`src/rtl/dmem_port_arbiter.sv`:
```
// Purpose : one-access-per-cycle arbiter that shares a single-port data RAM between IF and
//           MEM. It owns the stack pointer and has an IF anti-starvation override.
// Latency : grant and ram_* are combinational. Read data and *_rvalid appear 1 cycle after a grant.
// Backpr. : the losing requester sees *_stall=1 and holds its request until it is granted.
//
// Ports
//   clk, rst                       rising-edge clock, async active-low reset
//   if_req/if_addr                 instruction-fetch read request
//   if_stall/if_rvalid             IF denied this cycle / IF read data valid on rdata
//   mem_rd/wr/push/pop             MEM-stage op bits (priority push > pop > wr > rd)
//   mem_addr/mem_wdata             load/store address, store/push data
//   mem_stall/mem_rvalid           MEM denied this cycle / load-pop data valid on rdata
//   rdata                          returned read data (0 for an empty pop)
//   ram_en/we/addr/wdata/rdata     single-port RAM, 1-cycle synchronous read
//   sp                             current stack pointer
//   err_ovf/err_unf/err_multi      sticky: push when full / pop when empty / multiple op bits
module dmem_port_arbiter #(
  parameter int                ADDR_W       = 8,
  parameter int                DATA_W       = 8,
  parameter logic [ADDR_W-1:0] STACK_TOP    = 8'hFF,
  parameter logic [ADDR_W-1:0] STACK_BOTTOM = 8'hC0,
  parameter int                STARVE_MAX   = 4
) (
  input  logic              clk,
  input  logic              rst,
  input  logic              if_req,
  input  logic [ADDR_W-1:0] if_addr,
  output logic              if_stall,
  output logic              if_rvalid,
  input  logic              mem_rd,
  input  logic              mem_wr,
  input  logic              mem_push,
  input  logic              mem_pop,
  input  logic [ADDR_W-1:0] mem_addr,
  input  logic [DATA_W-1:0] mem_wdata,
  output logic              mem_stall,
  output logic              mem_rvalid,
  output logic [DATA_W-1:0] rdata,
  output logic              ram_en,
  output logic              ram_we,
  output logic [ADDR_W-1:0] ram_addr,
  output logic [DATA_W-1:0] ram_wdata,
  input  logic [DATA_W-1:0] ram_rdata,
  output logic [ADDR_W-1:0] sp,
  output logic              err_ovf,
  output logic              err_unf,
  output logic              err_multi
);

  localparam logic [ADDR_W-1:0] SP_FULL    = STACK_BOTTOM - ADDR_W'(1);
  localparam logic [3:0]        STARVE_LIM = 4'(STARVE_MAX);

  typedef enum logic [2:0] {
    OP_NONE,
    OP_PUSH,
    OP_POP,
    OP_WR,
    OP_RD
  } mem_op_e;

  // Who the read data returning next cycle belongs to. RD_MEM_ZERO marks an
  // empty-stack pop: it still owes MEM a valid pulse, but with zero data.
  typedef enum logic [1:0] {
    RD_NONE,
    RD_IF,
    RD_MEM,
    RD_MEM_ZERO
  } rd_owner_e;

  mem_op_e           op;
  logic [2:0]        op_cnt;
  logic              op_multi;
  logic              mem_req;
  logic              force_if;
  logic              if_grant;
  logic              mem_grant;
  logic              stack_full;
  logic              stack_empty;

  logic [3:0]        starve_cnt;
  logic [3:0]        starve_nxt;
  logic [ADDR_W-1:0] sp_nxt;
  rd_owner_e         owner_q;
  rd_owner_e         owner_nxt;
  logic              set_ovf;
  logic              set_unf;

  // ---------------------------------------------------------------------------
  // MEM op decode: the highest-priority bit wins, extra bits are flagged.
  // ---------------------------------------------------------------------------
  always_comb begin
    op = OP_NONE;
    if (mem_push)     op = OP_PUSH;
    else if (mem_pop) op = OP_POP;
    else if (mem_wr)  op = OP_WR;
    else if (mem_rd)  op = OP_RD;
  end

  assign op_cnt   = 3'(mem_push) + 3'(mem_pop) + 3'(mem_wr) + 3'(mem_rd);
  assign op_multi = (op_cnt > 3'd1);
  assign mem_req  = (op != OP_NONE);

  assign stack_full  = (sp == SP_FULL);
  assign stack_empty = (sp == STACK_TOP);

  // ---------------------------------------------------------------------------
  // Arbitration: MEM wins by default. Once IF has been refused STARVE_MAX
  // cycles in a row, it takes this one cycle and MEM waits.
  // ---------------------------------------------------------------------------
  assign force_if  = if_req && (starve_cnt == STARVE_LIM);
  assign if_grant  = if_req && (!mem_req || force_if);
  assign mem_grant = mem_req && !force_if;
  assign if_stall  = if_req && !if_grant;
  assign mem_stall = mem_req && !mem_grant;

  // Count only consecutive refusals: the count restarts on any IF grant or
  // whenever IF stops asking.
  always_comb begin
    starve_nxt = starve_cnt;
    if (!if_req || if_grant) begin
      starve_nxt = 4'd0;
    end else if (starve_cnt != STARVE_LIM) begin
      starve_nxt = starve_cnt + 4'd1;
    end
  end

  // ---------------------------------------------------------------------------
  // RAM drive, stack pointer update and return-owner tag for the winner.
  // Full pushes and empty pops never touch the RAM, so SP cannot wrap.
  // ---------------------------------------------------------------------------
  always_comb begin
    ram_en    = 1'b0;
    ram_we    = 1'b0;
    ram_addr  = '0;
    ram_wdata = '0;
    sp_nxt    = sp;
    owner_nxt = RD_NONE;
    set_ovf   = 1'b0;
    set_unf   = 1'b0;

    if (if_grant) begin
      ram_en    = 1'b1;
      ram_addr  = if_addr;
      owner_nxt = RD_IF;
    end else if (mem_grant) begin
      case (op)
        OP_PUSH: begin
          if (stack_full) begin
            set_ovf = 1'b1;
          end else begin
            ram_en    = 1'b1;
            ram_we    = 1'b1;
            ram_addr  = sp;
            ram_wdata = mem_wdata;
            sp_nxt    = sp - ADDR_W'(1);
          end
        end
        OP_POP: begin
          if (stack_empty) begin
            set_unf   = 1'b1;
            owner_nxt = RD_MEM_ZERO;
          end else begin
            ram_en    = 1'b1;
            ram_addr  = sp + ADDR_W'(1);
            sp_nxt    = sp + ADDR_W'(1);
            owner_nxt = RD_MEM;
          end
        end
        OP_WR: begin
          ram_en    = 1'b1;
          ram_we    = 1'b1;
          ram_addr  = mem_addr;
          ram_wdata = mem_wdata;
        end
        OP_RD: begin
          ram_en    = 1'b1;
          ram_addr  = mem_addr;
          owner_nxt = RD_MEM;
        end
        default: begin
        end
      endcase
    end
  end

  // ---------------------------------------------------------------------------
  // State registers. Reset drops the owner tag, so a read granted just before
  // reset never produces a valid pulse afterwards.
  // ---------------------------------------------------------------------------
  always_ff @(posedge clk or negedge rst) begin
    if (!rst) begin
      sp         <= STACK_TOP;
      starve_cnt <= 4'd0;
      owner_q    <= RD_NONE;
      err_ovf    <= 1'b0;
      err_unf    <= 1'b0;
      err_multi  <= 1'b0;
    end else begin
      sp         <= sp_nxt;
      starve_cnt <= starve_nxt;
      owner_q    <= owner_nxt;
      if (set_ovf)             err_ovf   <= 1'b1;
      if (set_unf)             err_unf   <= 1'b1;
      if (mem_req && op_multi) err_multi <= 1'b1;
    end
  end

  // ---------------------------------------------------------------------------
  // Read return: the RAM answers one cycle after the grant. The registered tag
  // routes the valid pulse to exactly one requester.
  // ---------------------------------------------------------------------------
  assign if_rvalid  = (owner_q == RD_IF);
  assign mem_rvalid = (owner_q == RD_MEM) || (owner_q == RD_MEM_ZERO);
  assign rdata      = ((owner_q == RD_IF) || (owner_q == RD_MEM)) ? ram_rdata : '0;

endmodule
```
`config.mk`:
```
export PLATFORM = sky130hd
export DESIGN_NAME = dmem_port_arbiter
export DESIGN_NICKNAME = d
export VERILOG_FILES = /design/src/rtl/dmem_port_arbiter.sv
export SDC_FILE = /design/constraint.sdc
export NUM_CORES = 1
export LEC_CHECK = 0
export ABC_AREA = 1
export BUFFER_PORTS_ARGS = -buffer_cell sky130_fd_sc_hd__clkbuf_2
export CAP_MARGIN = 20
export CORE_MARGIN = 5
export CORE_UTILIZATION = 51
export CTS_CLUSTER_SIZE = 14
export DETAILED_ROUTE_END_ITERATION = 10
export PLACE_DENSITY = 0.89
export SKIP_CTS_REPAIR_TIMING = 1
export SLEW_MARGIN = 10
export SYNTH_ARGS = -nofsm -noshare
export SYNTH_HDL_FRONTEND = slang
export SYNTH_SLANG_ARGS = --single-unit
```
`constraint.sdc`:
```
create_clock -name clk -period 3.8 [get_ports clk]
set_clock_uncertainty 0.1 [all_clocks]
set_input_delay 0.19 -clock clk [delete_from_list [all_inputs] [get_ports clk]]
set_output_delay 0.19 -clock clk [all_outputs]
set_load 0.1 [all_outputs]
```
# Word level (Yosys, flattened, before mapping)
# Cells that the tools add are included.
[word_totals] reg_bits=17 out_inout_bits=41
[classes] addsub=6 magnitude_cmp=1 eq_ne=13 muxes=39 n_bitwise=1 reduce_logical=20
[ops] op="2-to-1 mux 8 bit" count=10
[ops] op="one-hot mux 8 bit (2 select lines)" count=2
[ops] op="one-hot mux 8 bit (3 select lines)" count=1
[ops] op="== test 8 bit (second input constant)" count=2
[ops] op="2-to-1 mux 1 bit" count=15
[ops] op="2-to-1 mux 3 bit" count=4
[ops] op="adder 8 x 1 -> 8 bit (second input constant)" count=1
[ops] op="2-to-1 mux 4 bit" count=2
[ops] op="subtractor 8 x 1 -> 8 bit (second input constant)" count=1
[ops] op="== test 3 x 2 -> 1 bit (second input constant)" count=2
[ops] op="logical AND 1 bit" count=6
[ops] op="zero test 1 bit" count=5
[ops] op="AND reduction 5 bit" count=1
[ops] op="adder 4 x 1 -> 4 bit (second input constant)" count=1
[ops] op="== test 2 bit (second input constant)" count=2
[ops] op="== test 4 x 3 -> 1 bit (second input constant)" count=1
[ops] op="logical OR 1 bit" count=4
[ops] op="2-to-1 mux 2 bit" count=2
[ops] op="!= test 2 bit (second input constant)" count=2
[ops] op="!= test 4 x 3 -> 1 bit (second input constant)" count=1
[ops] op="one-hot mux 2 bit (2 select lines)" count=1
[ops] op="nonzero test 2 bit" count=2
[ops] op="adder 2 x 1 -> 3 bit" count=1
[ops] op="adder 3 x 1 -> 3 bit" count=1
[ops] op="other kinds (10)" count=10

# Longest topological paths before layout
[depth] ltp_word=10 depth_mapped=10 mapped_depth_nobuf=10

# Worst setup path before layout
# No wires, ideal clock.
[synth_timing] kind="register to output" startpoint="reg sp[6]" endpoint="out ram_we" t_arrival_ns=2.793 path_slack_ns=0.717 stages_incl_launch_ff=7 n_path_buf=0 path_cell_list="dfstp_2 -> inv_2 -> nand2_1 -> nor2_1 -> nand2_2 -> nand2_2 -> a21oi_1"
[synth_between] elab_chain_cells=5
[synth_rtl] item="start, declared" line_no="44" rtl="output logic [ADDR_W-1:0] sp,"
[synth_rtl] item="start signal, assigned" line_no="199" rtl="sp <= sp_nxt;"
[synth_rtl] item="== test 8 bit" line_no="103" rtl="assign stack_full = (sp == SP_FULL);"
[synth_rtl] item="2-to-1 mux 1 bit" line_no="148" rtl="if (stack_full) begin"
[synth_rtl] item="one-hot mux 1 bit (2 select lines)" line_no="146" rtl="case (op)"
[synth_rtl] item="2-to-1 mux 1 bit" line_no="145" rtl="end else if (mem_grant) begin"
[synth_rtl] item="2-to-1 mux 1 bit" line_no="141" rtl="if (if_grant) begin"
[synth_rtl] item="end, declared" line_no="40" rtl="output logic ram_we,"
# Every way passes these cells.

# Worst setup path in the final report
[layout_timing] startpoint="reg starve_cnt[0]" endpoint="out if_stall"
[layout_between] elab_chain_cells=6
[layout_rtl] item="start, declared" line_no="80" rtl="logic [3:0] starve_cnt;"
[layout_rtl] item="start signal, assigned" line_no="200" rtl="starve_cnt <= starve_nxt;"
[layout_rtl] item="== test 4 x 3 -> 1 bit" line_no="110" rtl="assign force_if = if_req && (starve_cnt == STARVE_LIM);"
[layout_rtl] item="logical AND 1 bit" line_no="110"
[layout_rtl] item="logical OR 1 bit" line_no="111" rtl="assign if_grant = if_req && (!mem_req || force_if);"
[layout_rtl] item="logical AND 1 bit" line_no="111"
[layout_rtl] item="zero test 1 bit" line_no="113" rtl="assign if_stall = if_req && !if_grant;"
[layout_rtl] item="logical AND 1 bit" line_no="113"
[layout_rtl] item="end, declared" line_no="28" rtl="output logic if_stall,"
# Every way passes these cells.

==> metrics.cfg <==
[timing]
drv_slew = 0
fmax_ghz = 0.367
worst_pin_slew_ns = 0.805
setup_tns_ns = 0
finalSetupViolCount = 0
slew_headroom = 0.462
rsz0062_at_grt = no
layout_min_cycle_time_ns = 2.72
finalCritPeriodShare = 0.716
finalHoldViolCount = 0
setup_ws_ns = 1.08

[die]
die_h_um = 67.7
fp.dieArea_mm2 = 0.00458
core_area_mm2 = 0.00328
fp.dieW_um = 67.7
rows = 21
pin_count = 80
initial_utilization = 0.517

[placement]
io_buffers = 79
pre_cts_ws_ns = 1.41
dp_hpwl_um = 3900
gp_congestion = 0.913

[pwr]
p_comb_frac = 0.717
swShare = 0.675
clock_power_share = 0.066
intPower_uw = 501
power_frac_seq = 0.217
total_leakage_power_nw = 1.29
ir_worst_vdd_mv = 0.465
power_density_mw_per_mm2 = 717
p_switching_mw = 1.04

[global_route]
grt_pass1_wl_um = 7240
grt_pass1_vias = 1685
grt_use_total = 0.204
antenna_found_initial = 0
grt_overflow_total = 0
grt_max_degree = 20

[synthesis]
synth_flop_cell = dfrtp_1
synth.largest_area_cell = nand2_1
yosysMostFrequentCell = nand2_1
synth_cells = 271
synth_common_cells = nand2_1 (91), inv_1 (36), nor2_1 (28)
syn_area_per_cell_um2 = 6.27
synthArstFlopShare = 1.00
ys_seq_elements = 17
ys_types = 32
yosys_warnings = 0
ys_seq_area_frac = 0.256
synth_top_cell_area_share = 0.201
synth_nets = 319
synth_edf_count = 0
syn-cell-area_mm2 = 0.00170
synth_area_leaders = nand2_1 (20%), dfrtp_1 (13%), dfstp_2 (12%)

[setup_path]
critPathArrivalTime_ns = 2.43
worstSetupPathType = reg2out
crit_required_ns = 3.51
setup.worst_path.start_class = register
reg2reg_from = starve_cnt[0]
crit_path_start = starve_cnt[0]
end_kind = primary output
path_max_fanout = 19
reg2reg_slack_ns = 1.85

[cells_and_area]
final_net_count = 398
num_antenna_cells = 0
syn_to_final_growth_pct = 26.5
final_layout_size_suffix_gt1_frac = 0.321

[cts]
cts_root_buf = clkbuf_4
cts_sinks = 17
cts_tree = built
htreeDepth = 1
numCtsBuffers = 3
cts.reportedPaths.clkPinSlew_ns = 0.11
cts.path.max_buffers = 2
clk_latency_ns = 0.30

[routing]
ant_nets = 0
drc = 0
via_per_inst = 4.94
vias = 1952
wl_um = 4770
drtIter0Drc = 114
routedWlPerCell_um = 12.1
drt_pass1_iterations = 5

[job]
drv_cap = 0

[hold_path]
hold_path_class = in2reg
hp-start = if_req

[status]
outcome = finished clean

-- power groups by stage --
stage	clock network, mW	logic, mW	registers (mW)
global placement	0	1.09	0.335
global route	0.109	1.17	0.344
detailed placement	0	1.10	0.335
floorplan	0	0.669	0.587
finish	0.101	1.11	0.334
CTS	0.105	1.10	0.332
-- layout by cell type, fill, tap and decap left out, types with 2 or more instances in the layout --
master    netlist  layout
nor2_1         28      28
clkbuf_2        0      79
a21oi_1         4       4
nor2_4          2       2
ha_1            8       8
inv_2           2       2
nor2_2          3       3
o21ai_0         7       7
nand3_1        27      27
clkbuf_4        0       3
o21ai_1         2       2
inv_1          36      36
nand2_1        91      91
xor2_1          3       3
nand4_1         4       4
or2_2           2       2
and3_1          8       8
dfstp_2         8       8
dfrtp_1         9       9
nand2_2         6       6
o21ai_2         3       3
xnor2_1         3       3
o21bai_1        2       2
-- logic make-up after synthesis --
logic type / count (synthesis) / share of synthesized area
simple gates: 177 / 0.472
fa+ha+maj: 9 / 0.0707
buf+inv: 44 / 0.108
xor+xnor: 6 / 0.0310
compound gates: 18 / 0.0626
flops: 17 / 0.256
-- metrics by stage --
| step | cell area, um^2 | power, mW | hold WS, ns | utilization | cells |
|---|---|---|---|---|---|
| final | 2150 | 1.54 | 0.0889 | 0.654 | 395 |
| after global routing | 2150 | 1.62 | 0.111 | 0.654 | 395 |
| after CTS | 2140 | 1.54 | -0.294 | 0.651 | 394 |
| after detailed placement | 2110 | 1.44 | 0.0470 | 0.643 | 390 |
| after global placement | 2110 | 1.42 | 0.0388 | 0.643 | 390 |
| after floorplan | 1700 | 1.26 | -0.206 | - | 271 |
-- worst max-delay path, stage by stage (launching register included) --
cell	delay, ns
dfrtp_1	0.41
inv_1	0.06
ha_1	0.20
nand4_1	0.12
nand2_1	0.13
inv_1	0.41
nand2_1	0.23
inv_1	0.11
clkbuf_2	0.45
-- path summary, 6_finish.rpt --
path / endpoint / cells past startpoint
max in group asynchronous: sp[2] / 2
min in group asynchronous: err_unf / 2
max: if_stall / 8
min reg2reg: err_unf / 2
min: owner_q[0] / 3
max reg2reg: sp[6] / 9
-- layer usage --
layer / wire (um) / global-route usage / up-vias
met5: 0 / 0 / -
met4: 115 / 0.0886 / 0
met3: 457 / 0.0250 / 12
met2: 2230 / 0.357 / 88
met1: 1970 / 0.249 / 846
li1: - / - / 1006
-- sequential cells by signal (all words and copies together), names as in the netlist --
signal	flops
err_multi	1
err_ovf	1
sp	8
owner_q	2
starve_cnt	4
err_unf	1
-- area by class of cell --
| type | count | area [um^2] |
|---|---|---|
| sequential | 17 | 435 |
| tap | 46 | 57.6 |
| inverter | 38 | 143 |
| fill | 328 | 1140 |
| clock inverter | 1 | 5.00 |
| clock buffer | 3 | 22.5 |
| multi-input combinational | 210 | 1080 |
| timing repair buffer | 80 | 405 |
No activity file was read; power rests on OpenSTA's default activity.
